===== src/rtl/adc_mon_pkg.sv =====
// adc_mon_pkg: shared types, constants and saturating helpers for the
// multi-channel ADC fault monitor (adc_fault_monitor / adc_ch_qual).
package adc_mon_pkg;

   localparam int MAX_NCH       = 16;    // supported channel-count limit
   localparam int DEF_OV_THRESH = 3500;  // default over-voltage threshold
   localparam int DEF_UV_THRESH = 2500;  // default under-voltage threshold
   localparam int DEB_CNT_W     = 8;     // holds DEB up to 255

   // Per-channel status bundle returned by one channel qualifier
   typedef struct packed {
      logic ov_flag;
      logic uv_flag;
      logic ov_sticky;
      logic uv_sticky;
   } ch_status_t;

   // a - b, clamped at 0
   function automatic logic [31:0] sat_sub(input logic [31:0] a, input logic [31:0] b);
      return (a > b) ? (a - b) : 32'd0;
   endfunction

   // a + b, clamped at 2^w - 1 (one spare bit keeps the carry visible)
   function automatic logic [31:0] sat_add(input logic [31:0] a, input logic [31:0] b,
                                           input int unsigned w);
      logic [32:0] s;
      logic [32:0] max_v;
      s     = {1'b0, a} + {1'b0, b};
      max_v = (33'd1 << w) - 33'd1;
      return (s > max_v) ? max_v[31:0] : s[31:0];
   endfunction

   // One debounce step: returns {flag_next, cnt_next}.
   // Agreement clears the run; the DEB-th disagreement adopts the candidate.
   // cnt never exceeds last, so it cannot wrap.
   function automatic logic [DEB_CNT_W:0] deb_step(input logic cand, input logic flag,
                                                   input logic [DEB_CNT_W-1:0] cnt,
                                                   input logic [DEB_CNT_W-1:0] last);
      if (cand == flag) return {flag, {DEB_CNT_W{1'b0}}};
      if (cnt >= last)  return {cand, {DEB_CNT_W{1'b0}}};
      return {flag, cnt + 1'b1};
   endfunction

endpackage


===== src/rtl/adc_ch_qual.sv =====
// adc_ch_qual: one channel of the fault monitor -- raw OV/UV hysteresis,
// debounce of both flags and sticky capture.
// Ports: clk, rst_n (async low); acc = accepted sample for this channel;
// sample, ov_th, uv_th (WIDTH); clr = sticky clear; st = status bundle.
module adc_ch_qual
   import adc_mon_pkg::*;
#(
   parameter int WIDTH = 12,
   parameter int HYST  = 20,
   parameter int DEB   = 3
) (
   input  logic             clk,
   input  logic             rst_n,
   input  logic             acc,
   input  logic [WIDTH-1:0] sample,
   input  logic [WIDTH-1:0] ov_th,
   input  logic [WIDTH-1:0] uv_th,
   input  logic             clr,
   output ch_status_t       st
);

   localparam logic [DEB_CNT_W-1:0] DEB_LAST = DEB_CNT_W'(DEB - 1);

   logic [WIDTH-1:0]     ov_lo, uv_hi;
   logic                 ov_raw, uv_raw, ov_cand, uv_cand;
   logic                 ov_flag, uv_flag, ov_stk, uv_stk;
   logic                 ov_flag_nxt, uv_flag_nxt;
   logic [DEB_CNT_W-1:0] ov_cnt, uv_cnt, ov_cnt_nxt, uv_cnt_nxt;

   // Release points, saturated so low OV / high UV thresholds cannot wrap
   assign ov_lo = WIDTH'(sat_sub(32'(ov_th), 32'(HYST)));
   assign uv_hi = WIDTH'(sat_add(32'(uv_th), 32'(HYST), WIDTH));

   // Candidate raw values; set has priority if both edges coincide
   always_comb begin
      ov_cand = ov_raw;
      if (sample >= ov_th)      ov_cand = 1'b1;
      else if (sample <= ov_lo) ov_cand = 1'b0;
      uv_cand = uv_raw;
      if (sample <= uv_th)      uv_cand = 1'b1;
      else if (sample >= uv_hi) uv_cand = 1'b0;
   end

   always_comb begin
      {ov_flag_nxt, ov_cnt_nxt} = deb_step(ov_cand, ov_flag, ov_cnt, DEB_LAST);
      {uv_flag_nxt, uv_cnt_nxt} = deb_step(uv_cand, uv_flag, uv_cnt, DEB_LAST);
   end

   always_ff @(posedge clk or negedge rst_n) begin
      if (!rst_n) begin
         ov_raw  <= 1'b0;
         uv_raw  <= 1'b0;
         ov_flag <= 1'b0;
         uv_flag <= 1'b0;
         ov_cnt  <= '0;
         uv_cnt  <= '0;
         ov_stk  <= 1'b0;
         uv_stk  <= 1'b0;
      end else begin
         if (acc) begin
            ov_raw  <= ov_cand;
            uv_raw  <= uv_cand;
            ov_flag <= ov_flag_nxt;
            uv_flag <= uv_flag_nxt;
            ov_cnt  <= ov_cnt_nxt;
            uv_cnt  <= uv_cnt_nxt;
         end
         // Set from the current flag wins over a same-cycle clear
         ov_stk <= (ov_stk & ~clr) | ov_flag;
         uv_stk <= (uv_stk & ~clr) | uv_flag;
      end
   end

   assign st = '{ov_flag: ov_flag, uv_flag: uv_flag, ov_sticky: ov_stk, uv_sticky: uv_stk};

endmodule


===== src/rtl/adc_fault_monitor.sv =====
// adc_fault_monitor: multi-channel OV/UV monitor for a tagged, time-multiplexed
// ADC stream. Decodes the channel tag, unpacks thresholds, instantiates one
// adc_ch_qual per channel and registers the combined fault_any.
// Ports: clk, rst_n (async low); adc_valid/adc_ch/adc_sample input stream;
// ov_thresh/uv_thresh packed per channel; clr_mask sticky clear;
// ov_flag/uv_flag/ov_sticky/uv_sticky per channel; fault_any; stale.
// Optional: define ADC_FAULT_MON_STALE_EN for the per-channel starvation
// watchdog (STALE_CYCLES); otherwise stale is tied low.
module adc_fault_monitor
   import adc_mon_pkg::*;
#(
   parameter int WIDTH        = 12,
   parameter int NCH          = 4,
   parameter int CH_W         = (NCH > 1) ? $clog2(NCH) : 1,
   parameter int HYST         = 20,
   parameter int DEB          = 3,
   parameter int STALE_CYCLES = 1024
) (
   input  logic                 clk,
   input  logic                 rst_n,
   input  logic                 adc_valid,
   input  logic [CH_W-1:0]      adc_ch,
   input  logic [WIDTH-1:0]     adc_sample,
   input  logic [NCH*WIDTH-1:0] ov_thresh,
   input  logic [NCH*WIDTH-1:0] uv_thresh,
   input  logic [NCH-1:0]       clr_mask,
   output logic [NCH-1:0]       ov_flag,
   output logic [NCH-1:0]       uv_flag,
   output logic [NCH-1:0]       ov_sticky,
   output logic [NCH-1:0]       uv_sticky,
   output logic                 fault_any,
   output logic [NCH-1:0]       stale
);

   logic [NCH-1:0] acc;
   ch_status_t     st [NCH];

   // Tags >= NCH match no channel and are dropped
   always_comb begin
      acc = '0;
      for (int i = 0; i < NCH; i++)
         acc[i] = adc_valid && (adc_ch == CH_W'(i));
   end

   for (genvar g = 0; g < NCH; g++) begin : g_ch
      adc_ch_qual #(
         .WIDTH (WIDTH),
         .HYST  (HYST),
         .DEB   (DEB)
      ) u_qual (
         .clk    (clk),
         .rst_n  (rst_n),
         .acc    (acc[g]),
         .sample (adc_sample),
         .ov_th  (ov_thresh[g*WIDTH +: WIDTH]),
         .uv_th  (uv_thresh[g*WIDTH +: WIDTH]),
         .clr    (clr_mask[g]),
         .st     (st[g])
      );
      assign ov_flag[g]   = st[g].ov_flag;
      assign uv_flag[g]   = st[g].uv_flag;
      assign ov_sticky[g] = st[g].ov_sticky;
      assign uv_sticky[g] = st[g].uv_sticky;
   end

`ifdef ADC_FAULT_MON_STALE_EN
   localparam int STALE_W = $clog2(STALE_CYCLES + 1);
   localparam logic [STALE_W-1:0] STALE_LIM = STALE_W'(STALE_CYCLES);

   logic [NCH-1:0][STALE_W-1:0] stale_cnt;

   // Counts clocks since the channel's last accepted sample, parks at the limit
   always_ff @(posedge clk or negedge rst_n) begin
      if (!rst_n) begin
         stale_cnt <= '0;
      end else begin
         for (int i = 0; i < NCH; i++) begin
            if (acc[i])                       stale_cnt[i] <= '0;
            else if (stale_cnt[i] != STALE_LIM) stale_cnt[i] <= stale_cnt[i] + 1'b1;
         end
      end
   end

   always_comb begin
      for (int i = 0; i < NCH; i++)
         stale[i] = (stale_cnt[i] == STALE_LIM);
   end
`else
   assign stale = '0;
`endif

   always_ff @(posedge clk or negedge rst_n) begin
      if (!rst_n) fault_any <= 1'b0;
      else        fault_any <= |{ov_flag, uv_flag, ov_sticky, uv_sticky, stale};
   end

endmodule


===== config.mk =====
export PLATFORM = sky130hd
export DESIGN_NAME = adc_fault_monitor
export DESIGN_NICKNAME = d
export VERILOG_FILES = /design/src/rtl/adc_mon_pkg.sv /design/src/rtl/adc_ch_qual.sv /design/src/rtl/adc_fault_monitor.sv
export SDC_FILE = /design/constraint.sdc
export NUM_CORES = 1
export LEC_CHECK = 0
export ABC_AREA = 1
export CORE_MARGIN = 2
export CORE_UTILIZATION = 25
export CTS_BUF_LIST = sky130_fd_sc_hd__clkbuf_8
export CTS_CLUSTER_DIAMETER = 40
export DETAILED_ROUTE_END_ITERATION = 10
export MAX_ROUTING_LAYER = met4
export PLACE_DENSITY_LB_ADDON = 0.08
export SLEW_MARGIN = 20
export SYNTH_ARGS = -nofsm -noshare
export SYNTH_HDL_FRONTEND = slang
export SYNTH_SLANG_ARGS = --single-unit

===== constraint.sdc =====
create_clock -name clk -period 1.51 [get_ports clk]
set_input_delay 0.151 -clock clk [delete_from_list [all_inputs] [get_ports clk]]
set_output_delay 0.151 -clock clk [all_outputs]
set_load 0.005 [all_outputs]

==> flow_metrics.tcl, run 1 <==
set metrics [dict create \
    maxCapViolations 0 \
    start_kind "primary input" \
    syn_to_final_growth_pct 67.0 \
    drive_gt1_share_pct 39.6 \
    routed_via_density 4.37 \
    pre_cts_ws_ps -1680 \
    wl_met3_um 795 \
    clkLatencyLatePin_ps 380 \
    final_cell_mix "nand2_1, buf_4, inv_1" \
    synth.distinct_cells 36 \
    crit_path_max_fanout 6 \
    routedWlPerCell_um 13.8 \
    synth_edf_count 0 \
    cellPowerDensity_nw_per_um2 612 \
    die_x_um 217 \
    ys_seq_elements 89 \
    r2r_start "g_ch[0].u_qual.ov_cnt[0]" \
    power_leakage_nw 10.1 \
    swShare_pct 41.4 \
    min_period_ps 2220 \
    htreeDepth 3 \
    mappedNetlistArea_um2 11300 \
    first_global_vias 13100 \
    routed.top_layer "met4" \
    diodes 0 \
    status "complete, but fails checks" \
    setup_tns_ps -18720 \
    grt_max_degree 35 \
    fin_crit_sh_pct 147 \
    avgSynthCellArea_um2 6.49 \
    routed-wl-met2_mm 20.4 \
    drt-initial-drc-count 403 \
    place_congestion 0.838 \
    drc 0 \
    async_reset_ff_share_pct 100 \
    hold_class "primary input to asynchronous set/reset pin" \
    num_rows 77 \
    dieArea_um2 47000 \
    vias 12600 \
    cts.path.max_buffers 2 \
    endpoint_kind "flop" \
    start_util_pct 25.5 \
    final_nets 2638 \
    path_class "primary input to flop" \
    firstDrtPassIters 4 \
    ff2ff_setup_slack_ps -50 \
    wl_mm 39.9 \
    final_common_cell "nand2_1" \
    setup_viol 40 \
    final_hold_viol_count 0 \
    layout_setup_ws_ps -709 \
    grt_overflow 0 \
    power_frac_seq_pct 28.5 \
    grt.total_usage_pct 17.8 \
    root_buffer "clkbuf_8" \
    cts_tree "yes" \
    cts_sinks 89 \
    antenna_found_initial 1 \
    p_int_mw 6.78 \
    cp.required_ps 1780 \
    synthCells 1743 \
    slew_violations 0 \
    combPwrFrac_pct 58.1 \
    pwr-share-clk_pct 13.4 \
    place_inst 2774 \
    cts_made_buffers 9 \
    die_h_um 217 \
    violations "negative setup slack" \
    maxClockFrequency_ghz 0.451 \
    clk_pin_slew_ps 110 \
    port_buffers 133 \
    core_um2 44400 \
    synth_top_flop_cell "dfrtp_1" \
    grt_pass1_wl_mm 65.3 \
    dp_hpwl_mm 31.1 \
    finalClockSkew_ps 16.7 \
    num_io_pins 138 \
    cp_data_arrival_time_ps 2490 \
    final_cell_count_no_fill 2894 \
    reg2reg_depth 9 \
    ant_nets 0 \
    rsz0062_at_grt "yes" \
    wirelength_met1_mm 18.3 \
    synth.yosys.seq_area_share_pct 19.7 \
    r2r-end "g_ch[0].u_qual.ov_cnt[1]" \
    p_sw_mw 4.78 \
    yosys_warnings 0 \
    whs_ps 242 \
    ir_drop_uv 476 \
]
-- cells by family (layout without fill, tap and decap cells) --
kind of cell,count (synthesis),after routing,synth area share [%]
simple gates,957,957,36.6
buf+inv,337,893,12.0
fa+ha+maj,224,224,24.8
compound gates,118,118,5.62
flops,89,89,19.7
xor+xnor,17,17,1.32
other cells,1,4,0.0331
-- routing by layer --
metal,vias to the layer above,track usage [%]
li1,6660,-
met1,5815,21.3
met2,140,32.8
met3,23,1.77
met4,0,2.26
met5,-,-
-- power groups by stage --
stage | Sequential (mW) | Clock [mW] | Combinational (mW)
2_1_floorplan | 3.25 | 0 | 3.12
3_3_place_gp | 3.39 | 0 | 5.67
3_5_place_dp | 3.39 | 0 | 5.72
6_report | 3.29 | 1.55 | 6.72
5_1_grt | 3.37 | 1.72 | 7.59
4_1_cts | 3.32 | 1.63 | 6.45
-- sequential cells by signal (all words and copies together) (netlist names) --
register	cells
g_ch.u_qual.ov_raw	4
g_ch.u_qual.ov_flag	4
g_ch.u_qual.uv_stk	4
fault_any	1
g_ch.u_qual.uv_cnt	32
g_ch.u_qual.ov_cnt	32
g_ch.u_qual.ov_stk	4
g_ch.u_qual.uv_raw	4
g_ch.u_qual.uv_flag	4
-- worst max path at each step --
stage                        from                  endpoint  slack (ps)  cells past startpoint
floorplan           uv_thresh[27]  g_ch[2].u_qual.uv_cnt[1]        -720                     18
global placement    uv_thresh[38]  g_ch[3].u_qual.uv_cnt[1]       -1670                     23
detailed placement  uv_thresh[38]  g_ch[3].u_qual.uv_cnt[0]       -1680                     22
CTS                 uv_thresh[39]  g_ch[3].u_qual.uv_cnt[1]        -730                     22
global route        uv_thresh[14]  g_ch[1].u_qual.uv_cnt[2]        -950                     20
finish              uv_thresh[26]  g_ch[2].u_qual.uv_cnt[2]        -710                     20
-- cell type report --
cell class | count | area [um2]
repair buffers | 568 | 4880
clock buffers | 9 | 124
fillers | 4666 | 25500
inverters | 309 | 1240
flip-flops and latches | 89 | 2230
multi-input cells | 1320 | 9630
clock inverters | 7 | 53.8
well taps | 592 | 741
-- metrics by stage --
step / utilization [%] / instance area [um2] / total power [mW]
finish: 42.6 / 18900 / 11.6
global route: 42.6 / 18900 / 12.7
CTS: 40.7 / 18100 / 11.4
detailed placement: 37.1 / 16500 / 9.10
global placement: 37.1 / 16500 / 9.06
floorplan: - / 11900 / 6.37
-- critical path, cell delays in order --
cell and delay [ps]:
buf_12 100, inv_12 30, ha_4 240, nor4_4 270, nand3_2 130, nor2_4 120, nand3_2 110, nand2_4 150
buf_6 130, nor2_4 40, ha_4 260, nand2_1 50, nand2_1 70, nand2_2 50, a21oi_2 100, nor2_1 60
nand2_2 70, nand4_1 170, nand3_2 130, nand2_1 50
-- cells in the mapped netlist, types with 5 or more instances --
library cell  count  area share, %
inv_2            15           0.50
dfrtp_1          89             20
nor2_2           21            1.2
nand4_1          46            2.5
nand2_2           7           0.39
nor3_1           19           0.84
xnor2_1           9           0.70
xor2_1            8           0.62
o21ai_1           5           0.22
nand2_1         466             15
o21ai_0          34            1.5
ha_1            224             25
a21o_1           12           0.80
nor4_1           10           0.55
a21oi_1          60            2.7
inv_1           291            9.7
or2_2             6           0.33
nand3_1         132            5.8
and2_1            9           0.50
nor2_1          223            7.4
buf_4            21            1.4
nand3b_1          6           0.40
-- what timing repair did --
item / CTS / global route
hold endpoints to repair: 28 / 0
gates cloned: 0 / 1
pin swaps: 205 / 180
resized for setup: 494 / 212
setup endpoints to repair: 52 / 48
setup buffers: 77 / 30
hold buffers: 1 / 0
Note: power is estimated with default switching activity, not from simulation.
==> inputs of run 2 (changes only) <==
--- a/config.mk
+++ b/config.mk
@@ -12,7 +12,6 @@
 export CTS_CLUSTER_DIAMETER = 40
 export DETAILED_ROUTE_END_ITERATION = 10
 export MAX_ROUTING_LAYER = met4
-export PLACE_DENSITY_LB_ADDON = 0.08
 export SLEW_MARGIN = 20
 export SYNTH_ARGS = -nofsm -noshare
 export SYNTH_HDL_FRONTEND = slang
==> run 2 against run 1 <==
Compared with the run above:
- final area grew 0.33%
- the run still ends with negative setup slack left
- largest power group unchanged
- count of clock-buffer cells in the layout is the same
- worst setup slack lost 49 ps
- via count grew 2.3%
==> flow_metrics.tcl, run 2 (synthesis results as in run 1) <==
set metrics [dict create \
    status "complete, but fails checks" \
    violations "negative setup slack" \
    syn_to_final_growth_pct 67.5 \
    place_inst 2746 \
    clk_pin_slew_ps 100 \
    cts_tree "yes" \
    fin_crit_sh_pct 150 \
    ant_nets 0 \
    start_kind "primary input" \
    core_um2 44400 \
    root_buffer "clkbuf_8" \
    final_cell_mix "nand2_1, buf_4, inv_1" \
    slew_violations 0 \
    maxClockFrequency_ghz 0.441 \
    dp_hpwl_mm 29.3 \
    num_rows 77 \
    path_cells "buf_12 -> ha_4 -> nor2_4 -> nor2_4 -> nand4_1 -> nand2_2 -> nor3_2 -> nand3_2 -> nand2_4 -> buf_6 -> nor2_4 -> ha_4 -> nand2_2 -> nand2_1 -> nand2_1 -> a21oi_2 -> nor2_2 -> nand2_2 -> nand4_1 -> nand3_2 -> nand2_1" \
    vias 12900 \
    grt_overflow 0 \
    setup_viol 40 \
    dieArea_um2 47000 \
    maxCapViolations 0 \
    final_hold_viol_count 0 \
    place_congestion 0.911 \
    port_buffers 133 \
    cellPowerDensity_nw_per_um2 625 \
    drive_gt1_share_pct 40.3 \
    cp_top_family "simple AND/OR/NAND/NOR gates" \
    clkLatencyLatePin_ps 380 \
    p_int_mw 6.94 \
    slowest_delay_ps 250 \
    drc 0 \
    grt_pass1_wl_mm 63.1 \
    reg.largest.list "g_ch.u_qual.ov_cnt: 32 flops, g_ch.u_qual.uv_cnt: 32 flops" \
    start_util_pct 25.5 \
    first_global_vias 13200 \
    endpoint_kind "flop" \
    grt.total_usage_pct 17.0 \
    path_class "primary input to flop" \
    final_cell_count_no_fill 2873 \
    grt_max_degree 35 \
    cp_data_arrival_time_ps 2530 \
    final_common_cell "nand2_1" \
    crit_slowest_cell "ha_4" \
    reg2reg_depth 9 \
    firstDrtPassIters 5 \
    multi_input_comb_area_um2 9810 \
    cp.depth 21 \
    routedWlPerCell_um 13.9 \
    placed_area_um2 16200 \
    combPwrFrac_pct 57.2 \
    fillers 4346 \
    ir_drop_uv 494 \
    layout_setup_ws_ps -758 \
    pwr-share-clk_pct 14.4 \
    power_leakage_nw 9.94 \
    drt-initial-drc-count 580 \
    finalClockSkew_ps 11.8 \
    antenna_found_initial 3 \
    final_nets 2616 \
    crit_buf_inv 2 \
    final_util_pct 42.7 \
    htreeDepth 3 \
    final_area_um2 19000 \
    swShare_pct 41.4 \
    rsz0062_at_grt "yes" \
    num_io_pins 138 \
    wl_mm 39.9 \
    cp.required_ps 1770 \
    p_sw_mw 4.91 \
    cts.path.max_buffers 2 \
    cts_made_buffers 9 \
    power_frac_seq_pct 28.4 \
    seqCellArea_um2 2230 \
    routed_via_density 4.50 \
    crit_path_max_fanout 8 \
    hold_class "primary input to asynchronous set/reset pin" \
    die_h_um 217 \
    setup_tns_ps -19700 \
    min_period_ps 2270 \
    die_x_um 217 \
    cts_sinks 89 \
]
==> run 2: cell types whose count changed in the layout (fill, tap and decap cells not counted), moves of 4 or more <==
| cell | previous run | this run |
|---|---|---|
| clkdlybuf4s15_1 | 5 | 11 |
| nand2_1 | 384 | 379 |
| buf_6 | 44 | 38 |
| dlygate4sd2_1 | 34 | 27 |
| nand2_2 | 59 | 66 |
| inv_1 | 247 | 243 |
| buf_4 | 381 | 365 |
| ha_1 | 184 | 175 |
| ha_4 | 39 | 49 |
==> run 2: path summary, 6_finish.rpt <==
path	startpoint	end	slack (ps)
worst max-delay path	uv_thresh[26]	g_ch[2].u_qual.uv_cnt[1]	-760
worst min-delay path	rst_n	g_ch[1].u_qual.uv_stk	250
worst max register to register	g_ch[0].u_qual.ov_cnt[0]	g_ch[0].u_qual.ov_cnt[1]	-70
worst min register to register	g_ch[3].u_qual.ov_cnt[5]	g_ch[3].u_qual.ov_cnt[5]	470
max in group asynchronous	rst_n	g_ch[2].u_qual.uv_flag	700
min in group clk	clr_mask[1]	g_ch[1].u_qual.uv_stk	360
==> run 2: cell type report <==
| class | count | share of cell area (%) |
|---|---|---|
| Antenna cell | 1 | 0.0132 |
| Multi-Input combinational cell | 1320 | 51.7 |
| Inverter | 309 | 6.54 |
| Clock inverter | 7 | 0.409 |
| Sequential cell | 89 | 11.8 |
| Timing Repair Buffer | 546 | 24.9 |
| Clock buffer | 9 | 0.653 |
| Tap cell | 592 | 3.91 |
==> run 2: worst reg2reg max path, delay by kind of cell (launching register included) <==
family	cells	cell delay [ps]
buf+inv	1	50
simple gates	7	950
flops	1	350
fa+ha+maj	1	180
==> run 2: through the flow <==
stage / worst slack (ps) / power [mW] / hold slack [ps]
CTS: -750 / 11.3 / 253
detailed placement: -1660 / 8.92 / 133
global route: -935 / 12.9 / 279
finish: -758 / 11.8 / 249
global placement: -1650 / 8.75 / 129
floorplan: -716 / 6.37 / -145
==> run 2: timing repair <==
| action | 4_1_cts | 5_1_grt |
|---|---|---|
| buffers inserted | 79 | 31 |
| cloned | 0 | 1 |
| hold endpoints to repair | 27 | 0 |
| gates resized for setup | 489 | 256 |
| hold buffers | 1 | 0 |
| endpoints found under the setup margin | 48 | 48 |
| pin swaps | 217 | 182 |
==> run 2: power groups by stage <==
stage / logic (mW) / registers, mW / clock network [mW]
global route: 7.55 / 3.43 / 1.88
detailed placement: 5.51 / 3.41 / 0
floorplan: 3.12 / 3.25 / 0
global placement: 5.34 / 3.41 / 0
finish: 6.77 / 3.36 / 1.71
CTS: 6.18 / 3.37 / 1.79
==> run 2: metal layers <==
metal  track usage (%)  up-vias  share of wire, %
li1                  -     6610                 -
met1              20.2     6041                44
met2              31.3      229                51
met3              1.66       53               3.3
met4              2.72        0               1.7
met5                 -        -                 0
==> inputs of run 3 (changes only) <==
--- a/config.mk
+++ b/config.mk
@@ -12,6 +12,7 @@
 export CTS_CLUSTER_DIAMETER = 40
 export DETAILED_ROUTE_END_ITERATION = 10
 export MAX_ROUTING_LAYER = met4
+export REMOVE_ABC_BUFFERS = 1
 export SLEW_MARGIN = 20
 export SYNTH_ARGS = -nofsm -noshare
 export SYNTH_HDL_FRONTEND = slang
==> run 3 against run 2 <==
Compared with the run above:
- the run still ends with negative setup slack left
- worst setup slack gained 50 ps
- combinational power shrank 2%
- highest routed layer unchanged
- critical endpoint is now g_ch[2].u_qual.uv_cnt[0]
- largest power group unchanged
- critical path type unchanged
- core utilization grew 0.10 points
- global-route usage grew 0.96 points
==> flow_metrics.tcl, run 3 (synthesis results as in run 1) <==
set metrics [dict create \
    status "complete, but fails checks" \
    violations "negative setup slack" \
    power_leakage_nw 9.97 \
    grt_max_degree 34 \
    place_congestion 0.855 \
    finalClockSkew_ps 13.6 \
    min_period_ps 2220 \
    endpoint_kind "flop" \
    final_hold_viol_count 0 \
    grt.total_usage_pct 17.9 \
    core_um2 44400 \
    cellPowerDensity_nw_per_um2 618 \
    reg2reg_depth 6 \
    htreeDepth 3 \
    cp_data_arrival_time_ps 2480 \
    final_area_um2 19000 \
    clkLatencyLatePin_ps 370 \
    reg.largest.list "g_ch.u_qual.ov_cnt: 32 flops, g_ch.u_qual.uv_cnt: 32 flops" \
    routedWlPerCell_um 14.5 \
    vias 12900 \
    setup_viol 40 \
    cts_made_buffers 9 \
    root_buffer "clkbuf_8" \
    grt_pass1_wl_mm 65.4 \
    drive_gt1_share_pct 39.2 \
    start_util_pct 25.5 \
    slowest_delay_ps 310 \
    crit_path_frequent_cell "nand3_2" \
    hold_class "primary input to asynchronous set/reset pin" \
    grt_overflow 0 \
    path_class "primary input to flop" \
    drc 0 \
    port_buffers 133 \
    fin_crit_sh_pct 147 \
    firstDrtPassIters 5 \
    drt-initial-drc-count 538 \
    layout_setup_ws_ps -708 \
    maxClockFrequency_ghz 0.451 \
    syn_to_final_growth_pct 67.9 \
    slew_violations 0 \
    crit_slowest_cell "ha_1" \
    final_util_pct 42.8 \
    routed_via_density 4.49 \
    r2r-end "g_ch[2].u_qual.ov_cnt[1]" \
    final_nets 2605 \
    crit_path_max_fanout 5 \
    cts_tree "yes" \
    dieArea_um2 47000 \
    cp.required_ps 1770 \
    die_x_um 217 \
    die_h_um 217 \
    antenna_found_initial 4 \
    placed_area_um2 15800 \
    cts_sinks 89 \
    start_kind "primary input" \
    ant_nets 0 \
    num_rows 77 \
    maxCapViolations 0 \
    cts.path.max_buffers 2 \
    wl_mm 41.5 \
    path_cells "buf_12 -> ha_4 -> nor2_4 -> nor2_4 -> nand4_1 -> nand2_2 -> nor3_4 -> nand3_2 -> nand2_4 -> buf_4 -> nor2_2 -> ha_1 -> nand3_2 -> nor2_1 -> nand2_1 -> nand2_2 -> nand4_1 -> nand3_2 -> nand2_1" \
    final_cell_mix "nand2_1, buf_4, inv_1" \
    dp_hpwl_mm 29.5 \
    clk_pin_slew_ps 80 \
    rsz0062_at_grt "yes" \
    ff2ff_setup_slack_ps -70 \
    first_global_vias 13200 \
    r2r_start "g_ch[2].u_qual.ov_cnt[3]" \
    num_io_pins 138 \
    final_common_cell "nand2_1" \
    fillers 4288 \
    ir_drop_uv 493 \
]
run 3: changes by cell type in the layout (fill, tap and decap cells not counted), sizes merged, moves of 4 or more:
cell         before  now
bufbuf            0    5
clkinvlp          7    1
clkbuf           25   14
dlygate4sd2      27   31
inv             302  307
run 3: worst max path at each step:
stage,cells past startpoint,endpoint,from
6_report,19,g_ch[2].u_qual.uv_cnt[0],uv_thresh[27]
4_1_cts,20,g_ch[2].u_qual.uv_cnt[2],uv_thresh[26]
3_5_place_dp,21,g_ch[2].u_qual.uv_cnt[2],uv_thresh[26]
5_1_grt,21,g_ch[0].u_qual.uv_cnt[1],uv_thresh[2]
2_1_floorplan,19,g_ch[2].u_qual.uv_cnt[0],uv_thresh[26]
3_3_place_gp,21,g_ch[2].u_qual.uv_cnt[0],uv_thresh[26]
run 3: layout make-up:
class | instances | area, um2 | share of cell area [%]
Clock inverter | 5 | 75.1 | 0.395
Multi-Input combinational cell | 1320 | 9800 | 51.6
Tap cell | 592 | 741 | 3.90
Clock buffer | 9 | 124 | 0.652
Timing Repair Buffer | 535 | 4790 | 25.2
Sequential cell | 89 | 2230 | 11.8
Antenna cell | 4 | 10.0 | 0.0527
Inverter | 309 | 1230 | 6.48
run 3: power breakdown:
| group | internal [mW] | switching [mW] | total [mW] |
|---|---|---|---|
| combinational | 3.23 | 3.41 | 6.64 |
| sequential | 2.87 | 0.501 | 3.37 |
| clock | 0.903 | 0.836 | 1.74 |
| total | 7.00 | 4.75 | 11.8 |
run 3: through the flow:
stage | hold slack (ps) | setup slack (ps) | TNS [ps] | cells | power [mW]
after floorplan | -145 | -901 | -25580 | 1718 | 5.89
after detailed placement | 107 | -1750 | -58310 | 2754 | 8.65
after CTS | 239 | -654 | -16730 | 2838 | 11.4
final | 256 | -708 | -17600 | 2863 | 11.8
after global routing | 267 | -903 | -23750 | 2862 | 12.7
after global placement | 101 | -1580 | -55350 | 2754 | 8.48
run 3: repair_timing:
item,4_1_cts,5_1_grt
setup endpoints to repair,48,46
hold buffers,1,0
buffers inserted,66,23
cloned,5,0
endpoints found under the hold margin,24,0
pin swaps,249,156
resized for setup,717,178
run 3: worst max-delay path, delay by kind of cell:
family                   cells  cell delay [ps]
adder cells (fa/ha/maj)      2              470
buffers and inverters        2              250
AND/OR/NAND/NOR             15             1610
run 3: metal layers:
layer	global-route usage (%)	routed length, um
met4	8.38	1900
met1	21.3	18200
met2	29.9	19700
met3	2.54	1730
met5	-	0
